`config.mk`:
```
export PLATFORM = sky130hd
export DESIGN_NAME = ex2_mul_combine_flat
export DESIGN_NICKNAME = d
export VERILOG_FILES = /design/src/rtl/ex2_mul_combine_if.sv /design/src/rtl/ex2_mul_combine.sv /design/src/flat_wrapper.sv
export SDC_FILE = /design/constraint.sdc
export NUM_CORES = 1
export LEC_CHECK = 0
export ABC_CLOCK_PERIOD_IN_PS = 5250
export BUFFER_PORTS_ARGS = -buffer_cell sky130_fd_sc_hd__buf_2
export CORE_MARGIN = 2
export CORE_UTILIZATION = 58
export CTS_BUF_LIST = sky130_fd_sc_hd__clkbuf_4 sky130_fd_sc_hd__clkbuf_8
export DETAILED_ROUTE_END_ITERATION = 10
export PLACE_DENSITY = 0.82
export RECOVER_POWER = 25
export SLEW_MARGIN = 20
export SYNTH_ARGS = -nofsm -noshare
export SYNTH_HDL_FRONTEND = slang
export SYNTH_SLANG_ARGS = --single-unit
```
`constraint.sdc`:
```
create_clock -name clk -period 5.25 [get_ports clk]
set_clock_uncertainty 0.05 [all_clocks]
set_input_delay 1.05 -clock clk [delete_from_list [all_inputs] [get_ports clk]]
set_output_delay 1.05 -clock clk [all_outputs]
set_load 0.005 [all_outputs]
```
`src/rtl/ex2_mul_combine_if.sv`:
```
// EX1->EX2 partial-product handshake bundle and the EX2 result channel.
// master drives partial products and accepts results; slave is the combiner.
interface ex2_mul_combine_if #(
  parameter int unsigned RD_W   = 5,
  parameter int unsigned DATA_W = 32
);
  logic              in_valid;
  logic              in_ready;
  logic [1:0]        in_op;
  logic [RD_W-1:0]   in_rd;
  logic [DATA_W-1:0] in_hh;
  logic [DATA_W-1:0] in_hl;
  logic [DATA_W-1:0] in_lh;
  logic [DATA_W-1:0] in_ll;
  logic [DATA_W-1:0] in_comp;
  logic              out_valid;
  logic              out_ready;
  logic [RD_W-1:0]   out_rd;
  logic [DATA_W-1:0] out_result;

  modport master (
    output in_valid, in_op, in_rd, in_hh, in_hl, in_lh, in_ll, in_comp, out_ready,
    input  in_ready, out_valid, out_rd, out_result
  );

  modport slave (
    input  in_valid, in_op, in_rd, in_hh, in_hl, in_lh, in_ll, in_comp, out_ready,
    output in_ready, out_valid, out_rd, out_result
  );
endinterface

```
`src/rtl/ex2_mul_combine.sv`:
```
// EX2 multiplier combine: reduces EX1 partial products to a 64-bit product and picks the
// MUL.W / MULH.W / MULH.WU word through a two-stage elastic pipeline.
module ex2_mul_combine #(
  parameter int unsigned RD_W   = 5,
  parameter int unsigned DATA_W = 32
) (
  input logic               clk,
  input logic               aresetn,
  input logic               flush,
  ex2_mul_combine_if.slave  bus
);

  localparam int unsigned HalfW = DATA_W / 2;
  localparam int unsigned ProdW = 2 * DATA_W;
  localparam logic [1:0]  OpMulH  = 2'b01;
  localparam logic [1:0]  OpMulHU = 2'b10;

  // Stage A
  logic              a_valid_q;
  logic [1:0]        a_op_q;
  logic [RD_W-1:0]   a_rd_q;
  logic [DATA_W-1:0] a_hh_q;
  logic [DATA_W-1:0] a_ll_q;
  logic [DATA_W-1:0] a_comp_q;
  logic [DATA_W:0]   a_mid_q;

  // Stage B doubles as the output register
  logic              b_valid_q;
  logic [RD_W-1:0]   out_rd_q;
  logic [DATA_W-1:0] out_result_q;

  logic              b_adv;
  logic              a_adv;
  logic              in_ready;
  logic              in_fire;
  logic [DATA_W:0]   mid_d;
  logic [ProdW-1:0]  full;
  logic [DATA_W-1:0] result_d;

  always_comb begin
    b_adv    = ~b_valid_q | bus.out_ready;
    a_adv    = a_valid_q & b_adv;
    in_ready = ~a_valid_q | b_adv;
    in_fire  = bus.in_valid & in_ready & ~flush;
    mid_d    = {1'b0, bus.in_hl} + {1'b0, bus.in_lh};
  end

  // Cross terms sit HalfW bits up; the 33-bit mid keeps its carry.
  always_comb begin
    full = {a_hh_q, {DATA_W{1'b0}}}
         + {{(DATA_W - HalfW - 1){1'b0}}, a_mid_q, {HalfW{1'b0}}}
         + {{DATA_W{1'b0}}, a_ll_q};
    case (a_op_q)
      OpMulH:  result_d = full[ProdW-1:DATA_W] - a_comp_q;
      OpMulHU: result_d = full[ProdW-1:DATA_W];
      default: result_d = full[DATA_W-1:0];
    endcase
  end

  always_ff @(posedge clk or negedge aresetn) begin
    if (!aresetn) begin
      a_valid_q    <= 1'b0;
      b_valid_q    <= 1'b0;
      out_rd_q     <= '0;
      out_result_q <= '0;
    end else if (flush) begin
      // Output data is left untouched so an empty stage keeps its last value.
      a_valid_q <= 1'b0;
      b_valid_q <= 1'b0;
    end else begin
      if (b_adv) begin
        b_valid_q <= a_valid_q;
      end
      if (a_adv) begin
        out_rd_q     <= a_rd_q;
        out_result_q <= result_d;
      end
      if (in_ready) begin
        a_valid_q <= bus.in_valid;
      end
    end
  end

  always_ff @(posedge clk) begin
    if (in_fire) begin
      a_op_q   <= bus.in_op;
      a_rd_q   <= bus.in_rd;
      a_hh_q   <= bus.in_hh;
      a_ll_q   <= bus.in_ll;
      a_comp_q <= bus.in_comp;
      a_mid_q  <= mid_d;
    end
  end

  assign bus.in_ready   = in_ready;
  assign bus.out_valid  = b_valid_q;
  assign bus.out_rd     = out_rd_q;
  assign bus.out_result = out_result_q;

endmodule

```
`src/flat_wrapper.sv`:
```
// flat-port wrapper written by rule: the top's interface ports become plain ports
module ex2_mul_combine_flat 
#(
  parameter int unsigned RD_W   = 5,
  parameter int unsigned DATA_W = 32
)
  (clk, aresetn, flush, bus_in_valid, bus_in_op, bus_in_rd, bus_in_hh, bus_in_hl, bus_in_lh, bus_in_ll, bus_in_comp, bus_out_ready, bus_in_ready, bus_out_valid, bus_out_rd, bus_out_result);
  ex2_mul_combine_if #(.RD_W(RD_W), .DATA_W(DATA_W)) bus_i ();
  input logic clk;
  input logic aresetn;
  input logic flush;
  input wire logic [$bits(bus_i.in_valid)-1:0] bus_in_valid;
  input wire logic [$bits(bus_i.in_op)-1:0] bus_in_op;
  input wire logic [$bits(bus_i.in_rd)-1:0] bus_in_rd;
  input wire logic [$bits(bus_i.in_hh)-1:0] bus_in_hh;
  input wire logic [$bits(bus_i.in_hl)-1:0] bus_in_hl;
  input wire logic [$bits(bus_i.in_lh)-1:0] bus_in_lh;
  input wire logic [$bits(bus_i.in_ll)-1:0] bus_in_ll;
  input wire logic [$bits(bus_i.in_comp)-1:0] bus_in_comp;
  input wire logic [$bits(bus_i.out_ready)-1:0] bus_out_ready;
  output wire logic [$bits(bus_i.in_ready)-1:0] bus_in_ready;
  output wire logic [$bits(bus_i.out_valid)-1:0] bus_out_valid;
  output wire logic [$bits(bus_i.out_rd)-1:0] bus_out_rd;
  output wire logic [$bits(bus_i.out_result)-1:0] bus_out_result;
  assign bus_i.in_valid = bus_in_valid;
  assign bus_i.in_op = bus_in_op;
  assign bus_i.in_rd = bus_in_rd;
  assign bus_i.in_hh = bus_in_hh;
  assign bus_i.in_hl = bus_in_hl;
  assign bus_i.in_lh = bus_in_lh;
  assign bus_i.in_ll = bus_in_ll;
  assign bus_i.in_comp = bus_in_comp;
  assign bus_i.out_ready = bus_out_ready;
  assign bus_in_ready = bus_i.in_ready;
  assign bus_out_valid = bus_i.out_valid;
  assign bus_out_rd = bus_i.out_rd;
  assign bus_out_result = bus_i.out_result;
  ex2_mul_combine #(.RD_W(RD_W), .DATA_W(DATA_W)) u_core (.clk(clk), .aresetn(aresetn), .flush(flush), .bus(bus_i));
endmodule
```
==> results_dict.tcl, run 1 <==
set metrics [dict create \
    status "completed" \
    avgSynthCellArea_um2 10.24 \
    critPathMaxFanout 6 \
    synth_area_um2 11500 \
    io_pins 211 \
    cts_tree "yes" \
    cts_htree_levels 4 \
    ys.flop_type "edfxtp_1" \
    die_h_um 144.8 \
    p_per_area_nw_per_um2 302.6 \
    cts_buffers 17 \
    maxCapViolCount 0 \
    fin_nets 1622 \
    max_clock_freq_ghz 0.1981 \
    cts_root_buffer "clkbuf_8" \
    setup_ws_ps 203.2 \
    clkPwrFrac_pct 24.7 \
    syn_to_final_growth_pct 17.52 \
    final-max-slew-violation-count 0 \
    critPathLaunchType "flip-flop" \
    cts.path.max_buffers 2 \
    period_share_pct 96.13 \
    leakagePower_nw 5.754 \
    yosys.area.top_type "edfxtp_1" \
    cp_cell_sequence "ha_1 > o211ai_1 > o211ai_1 > nand3_2 > a211oi_4 > nor3_1 > xnor2_2 > ha_1 > a21oi_1 > o211ai_1 > a211oi_1 > o221ai_2 > a311oi_1 > buf_4 > o21ai_1 > mux2i_1 > a21oi_1 > a221o_1" \
    multiInputGateArea_um2 6227 \
    crit_required_ps 5570 \
    dp.cells 1593 \
    seq_area_um2 5060 \
    core_um2 19460 \
    peakVddDrop_mv 0.1816 \
    totalWireLength_um 31900 \
    hold_viol 0 \
    yosys.area.top_type_share_pct 35.51 \
    syn_nets 1396 \
    hold_class "flip-flop to flip-flop" \
    wl_per_cell_um 19.61 \
    post-place-ws_ps 59.16 \
    drt_iter0_drc 781 \
    hpwl_um 24530 \
    die_w_um 144.8 \
    fin_area_um2 13520 \
    p_seq_share_pct 41.7 \
    relSlewSlack_pct 33.93 \
    cp_slowest_stage_delay_ps 420 \
    regToRegStartpoint "u_core.a_mid_q[4]" \
    synth_top_family_by_area "compound AO/OA/AOI/OAI gates" \
    via_per_inst 6.071 \
    period_needed_ps 5047 \
    fill_cells 1480 \
    drive_gt1_share_pct 23.94 \
    antenna_left 0 \
    ctsHoldBuffers 0 \
    synthAdderAreaFrac_pct 11.18 \
    grt.total_usage_pct 30.16 \
    place_area_um2 12920 \
    grt-ovfl-total 0 \
    via_count 9877 \
    combPwrFrac_pct 33.7 \
    synthCells 1123 \
    synth_seq_cells 175 \
    grt_pass1_wl_um 48090 \
    die_area_um2 20970 \
    io_buffers 210 \
    drc 0 \
    synthSimpleGateAreaFrac_pct 12.52 \
    crit_path_frequent_cell "o211ai_1" \
    ys_seq_area_share_pct 43.99 \
    cts_sinks 175 \
    clock_latency_ps 480 \
    arrival_ps 5370 \
    synth.distinct_cells 77 \
    first_pass_iters 6 \
    power.share.switching_pct 34.64 \
    hp-start "u_core.a_rd_q[3]" \
    synth_compound_area_share_pct 20.96 \
    synth_mux_area_share_pct 0.6309 \
    p_sw_w 0.001417 \
    critical_path.startpoint "u_core.a_mid_q[4]" \
    finish.utilization_pct 69.46 \
    antenna_found_initial 0 \
    setup.worst_path.class "flip-flop to flip-flop" \
    antennaDiodeCount 0 \
    setup_viol 0 \
    worstSetupEndpointType "flip-flop" \
    slowest_stage "a211oi_4" \
    fin_cells 1627 \
    start_util_pct 59.10 \
    tightestPinTransition_ps 991.1 \
    clkSlewWorstSetupHoldPaths_ps 100 \
    synth_edf_count 136 \
    grt_max_degree 137 \
    ys_top_cells_by_area "edfxtp_1 36%, ha_1 11%, dfrtp_1 8.5%" \
    synth_xor_area_share_pct 7.375 \
    gp_congestion 0.9188 \
    grt_pass1_vias 9217 \
    num_rows 51 \
    async_flop_share_pct 22.29 \
    intPower_w 0.002673 \
    yosysWarnings 0 \
]
layer usage:
layer,vias to the layer above,routed length (µm),global-route usage (%)
met4,0,1264,12.42
met5,-,0,0
li1,4654,-,-
met2,478,15300,50.47
met1,4671,13210,39.21
met3,74,2123,4.738
layout by cell type, fill, tap and decap left out, drive strengths merged, types with 13 or more instances in the layout:
cell type,instances
o211ai,13
buf,234
nand2,97
clkbuf,19
xor2,34
edfxtp,136
dfrtp,39
nand3,22
nand2b,13
a211oi,19
nor2b,14
inv,67
a21oi,106
nor3,20
a21o,31
nor2,75
xnor2,62
o21ai,77
ha,98
a221oi,19
repair_timing:
item                       4_1_cts  5_1_grt
buffers inserted                 0        2
resized for setup                0       32
setup endpoints to repair        0       14
hold endpoints to repair         0        0
layout make-up:
cell class	instances	area share, %
multi-input cells	859	46.07
flip-flops and latches	175	37.43
repair buffers	235	9.237
well taps	265	2.453
clock buffers	18	1.833
inverters	61	1.694
clock inverters	14	1.287
power groups by stage:
| stage | sequential [W] | combinational [W] | clock [W] |
|---|---|---|---|
| 2_1_floorplan | 0.00173 | 0.000888 | 0 |
| 3_3_place_gp | 0.00173 | 0.00129 | 0 |
| 3_5_place_dp | 0.00173 | 0.00131 | 0 |
| 4_1_cts | 0.00170 | 0.00132 | 0.00101 |
| 5_1_grt | 0.00172 | 0.00150 | 0.00107 |
| 6_report | 0.00170 | 0.00138 | 0.00101 |
kinds of logic (layout without fill, tap and decap cells):
family	count (synthesis)	after routing
AO/OA/AOI/OAI	357	357
XOR/XNOR	96	96
adder cells (fa/ha/maj)	101	101
buffers and inverters	89	328
flip-flops	175	175
multiplexers	7	7
AND/OR/NAND/NOR	298	298
state kept, by name (all words and copies together) (netlist names):
signal,cells
u_core.a_comp_q,32
u_core.a_hh_q,32
u_core.a_ll_q,32
u_core.a_mid_q,33
u_core.a_op_q,2
u_core.a_rd_q,5
u_core.a_valid_q,1
u_core.bus.out_rd,5
u_core.bus.out_result,32
u_core.bus.out_valid,1
worst max-delay path: cells and delay by family, from the launching register on:
family	cells	cell delay [ps]
xor+xnor	1	320
simple gates	2	380
fa+ha+maj	2	770
flops	1	410
mux	1	210
compound gates	11	2640
buf+inv	1	170
synth_stat cells, drive strengths merged (9+ instances only):
library cell,instances
o21bai,10
nor2,75
a21o,31
inv,61
a211oi,19
nand2,97
nor3,20
nand3,22
nand2b,13
a21oi,106
xnor2,62
o21ai,77
o21a,9
dfrtp,39
clkbuf,20
ha,98
and2,9
edfxtp,136
a221oi,19
a31oi,12
and3,10
nand4,12
o211ai,13
xor2,34
nor2b,14
final timing paths:
kind / cells after the start / to / slack (ps)
min in group asynchronous: 1 / u_core.bus.out_result[18] / 680
setup / recovery: 18 / u_core.bus.out_result[30] / 200
hold reg to reg: 2 / u_core.bus.out_rd[3] / 410
setup reg to reg: 18 / u_core.bus.out_result[30] / 200
hold / removal: 2 / u_core.bus.out_rd[3] / 410
max in group asynchronous: 1 / u_core.bus.out_result[24] / 3850
stage by stage:
step	power (W)	hold WS, ps	TNS, ps
4_1_cts	0.004036	410.4	0
3_3_place_gp	0.003015	374.2	0
2_1_floorplan	0.002618	364.6	0
6_report	0.004090	405.6	0
3_5_place_dp	0.003045	388.7	0
5_1_grt	0.004289	437.6	-175.5
Note: power is estimated with default switching activity, not from simulation.
==> inputs of run 2 (changes only) <==
Settings changed: PLACE_DENSITY 0.82 to 0.83.
==> run 2 against run 1 <==
First-iteration DRC count shrank 1.8%. Design area shrank 0.69%. Non-clock buffer count shrank 11. Critical path depth is the same. Sequential share of layout area grew 0.26 points. Power shrank 1.8%. Critical endpoint is now u_core.bus.out_result[23].
==> results_dict.tcl, run 2 (synthesis results as in run 1) <==
set metrics [dict create \
    io_buffers 210 \
    final-max-slew-violation-count 0 \
    drt_iter0_drc 767 \
    critical_path_buf_inv_count 0 \
    gr-usage-met1_pct 37.22 \
    cts_root_buffer "clkbuf_8" \
    drc 0 \
    gp_congestion 0.9108 \
    multiInputGateArea_um2 6215 \
    fill_cells 1497 \
    cp_slowest_stage_delay_ps 400 \
    tightestPinTransition_ps 929.6 \
    antenna_found_initial 0 \
    cts.path.max_buffers 2 \
    grt_use_met3_pct 4.936 \
    die_w_um 144.8 \
    p_per_area_nw_per_um2 299.0 \
    clkSlewWorstSetupHoldPaths_ps 120 \
    die_h_um 144.8 \
    setup_ws_ps 187.4 \
    clock_latency_ps 500 \
    cp-endpoint "u_core.bus.out_result[23]" \
    drive_gt1_share_pct 23.02 \
    worstSetupEndpointType "flip-flop" \
    max_clock_freq_ghz 0.1975 \
    grt_pass1_vias 9269 \
    period_needed_ps 5063 \
    status "completed" \
    crit_required_ps 5580 \
    busiest_layer "met2" \
    fin_tns_setup_ps 0 \
    whs_path_depth 2 \
    antennaDiodeCount 0 \
    peakVddDrop_mv 0.1800 \
    via_per_inst 6.013 \
    crit_cells 18 \
    grt_max_degree 137 \
    grt_pass1_wl_um 46950 \
    io_pins 211 \
    cts_buffers 17 \
    grt.total_usage_pct 29.31 \
    regMostFlops "u_core.a_mid_q" \
    critPathMaxFanout 7 \
    setup.worst_path.class "flip-flop to flip-flop" \
    fin_nets 1611 \
    num_rows 51 \
    layout_common_cells "209 x buf_2, 136 x edfxtp_1, 98 x a21oi_1" \
    regToRegStartpoint "u_core.a_ll_q[18]" \
    hold_viol 0 \
    gr-usage-met2_pct 49.78 \
    leakagePower_nw 5.708 \
    slowest_stage "ha_2" \
    cts_htree_levels 4 \
    relSlewSlack_pct 38.03 \
    start_util_pct 59.10 \
    critical_path.startpoint "u_core.a_ll_q[18]" \
    die_area_um2 20970 \
    maxCapViolCount 0 \
    ff2ff_setup_slack_ps 190 \
    cp_cell_sequence "ha_2 > o211ai_1 > o211ai_1 > nand3_2 > a211oi_4 > o211ai_4 > nand2_1 > xor2_2 > ha_2 > and3_4 > nor2b_1 > o41a_1 > a22o_1 > or3_1 > a21oi_2 > xnor2_1 > a221o_1 > a22o_1" \
    totalWireLength_um 30510 \
    hpwl_um 23490 \
    cp_top_family "compound AO/OA/AOI/OAI gates" \
    arrival_ps 5400 \
    wl_per_cell_um 18.88 \
    final_common_cell "buf_2" \
    setup_viol 0 \
    grt-ovfl-total 0 \
    syn_to_final_growth_pct 16.72 \
    antenna_left 0 \
    period_share_pct 96.43 \
    seq_area_um2 5060 \
    r2r_cells 18 \
    critPathLaunchType "flip-flop" \
    cts_sinks 175 \
    hold_class "flip-flop to flip-flop" \
    cts_tree "yes" \
    first_pass_iters 6 \
    largest_register_ffs 33 \
    via_count 9717 \
    core_um2 19460 \
    r2r-end "u_core.bus.out_result[23]" \
    post-place-ws_ps 30.12 \
]
run 2: worst reg2reg max path, cell delays in order (launching register included):
cell and delay, ps:
edfxtp_1 390, ha_2 400, o211ai_1 120, o211ai_1 380, nand3_2 290, a211oi_4 400
o211ai_4 200, nand2_1 180, xor2_2 190, ha_2 340, and3_4 210, nor2b_1 130
o41a_1 390, a22o_1 250, or3_1 340, a21oi_2 160, xnor2_1 70, a221o_1 290
a22o_1 180
run 2: worst min-delay path by stage:
stage	from	endpoint	slack, ps
floorplan	u_core.a_rd_q[0]	u_core.bus.out_rd[0]	360
global placement	u_core.a_rd_q[1]	u_core.bus.out_rd[1]	370
detailed placement	u_core.a_rd_q[0]	u_core.bus.out_rd[0]	380
CTS	u_core.a_rd_q[0]	u_core.bus.out_rd[0]	410
global route	u_core.a_rd_q[3]	u_core.bus.out_rd[3]	440
finish	u_core.a_rd_q[0]	u_core.bus.out_rd[0]	400
run 2: power breakdown:
part	internal (W)	switching, W
clock network	0.000367	0.000596
logic	0.000569	0.000778
registers	0.00164	0.0000647
total	0.00258	0.00144
run 2: timing repair:
item / CTS / global route
setup buffers: 0 / 2
setup endpoints to repair: 2 / 15
hold endpoints to repair: 0 / 0
resized for setup: 2 / 26
hold buffers: 0 / 0
pin swaps: 0 / 7
run 2: routing by layer:
metal | share of wire, % | wire, µm | up-vias
met1 | 41 | 12450 | 4596
li1 | - | - | 4647
met5 | 0 | 0 | -
met3 | 7.0 | 2146 | 57
met4 | 3.3 | 1009 | 0
met2 | 49 | 14910 | 417
run 2: cell type report:
class                      instances  area share (%)
clock inverter                    15           1.407
timing repair buffer             224           8.695
sequential                       175           37.69
tap                              265           2.470
inverter                          61           1.705
clock buffer                      17           1.743
multi-input combinational        859           46.29
run 2: through the flow:
step | total power [W] | std cells | hold slack [ps] | utilization [%] | instance area (µm²)
floorplan | 0.002618 | 1123 | 364.6 | - | 11500
finish | 0.004015 | 1616 | 404.5 | 68.98 | 13430
detailed placement | 0.003025 | 1582 | 380.4 | 65.98 | 12840
CTS | 0.003986 | 1614 | 407.9 | 68.22 | 13280
global placement | 0.002999 | 1582 | 371.8 | 65.98 | 12840
global route | 0.004224 | 1616 | 442.0 | 68.98 | 13430
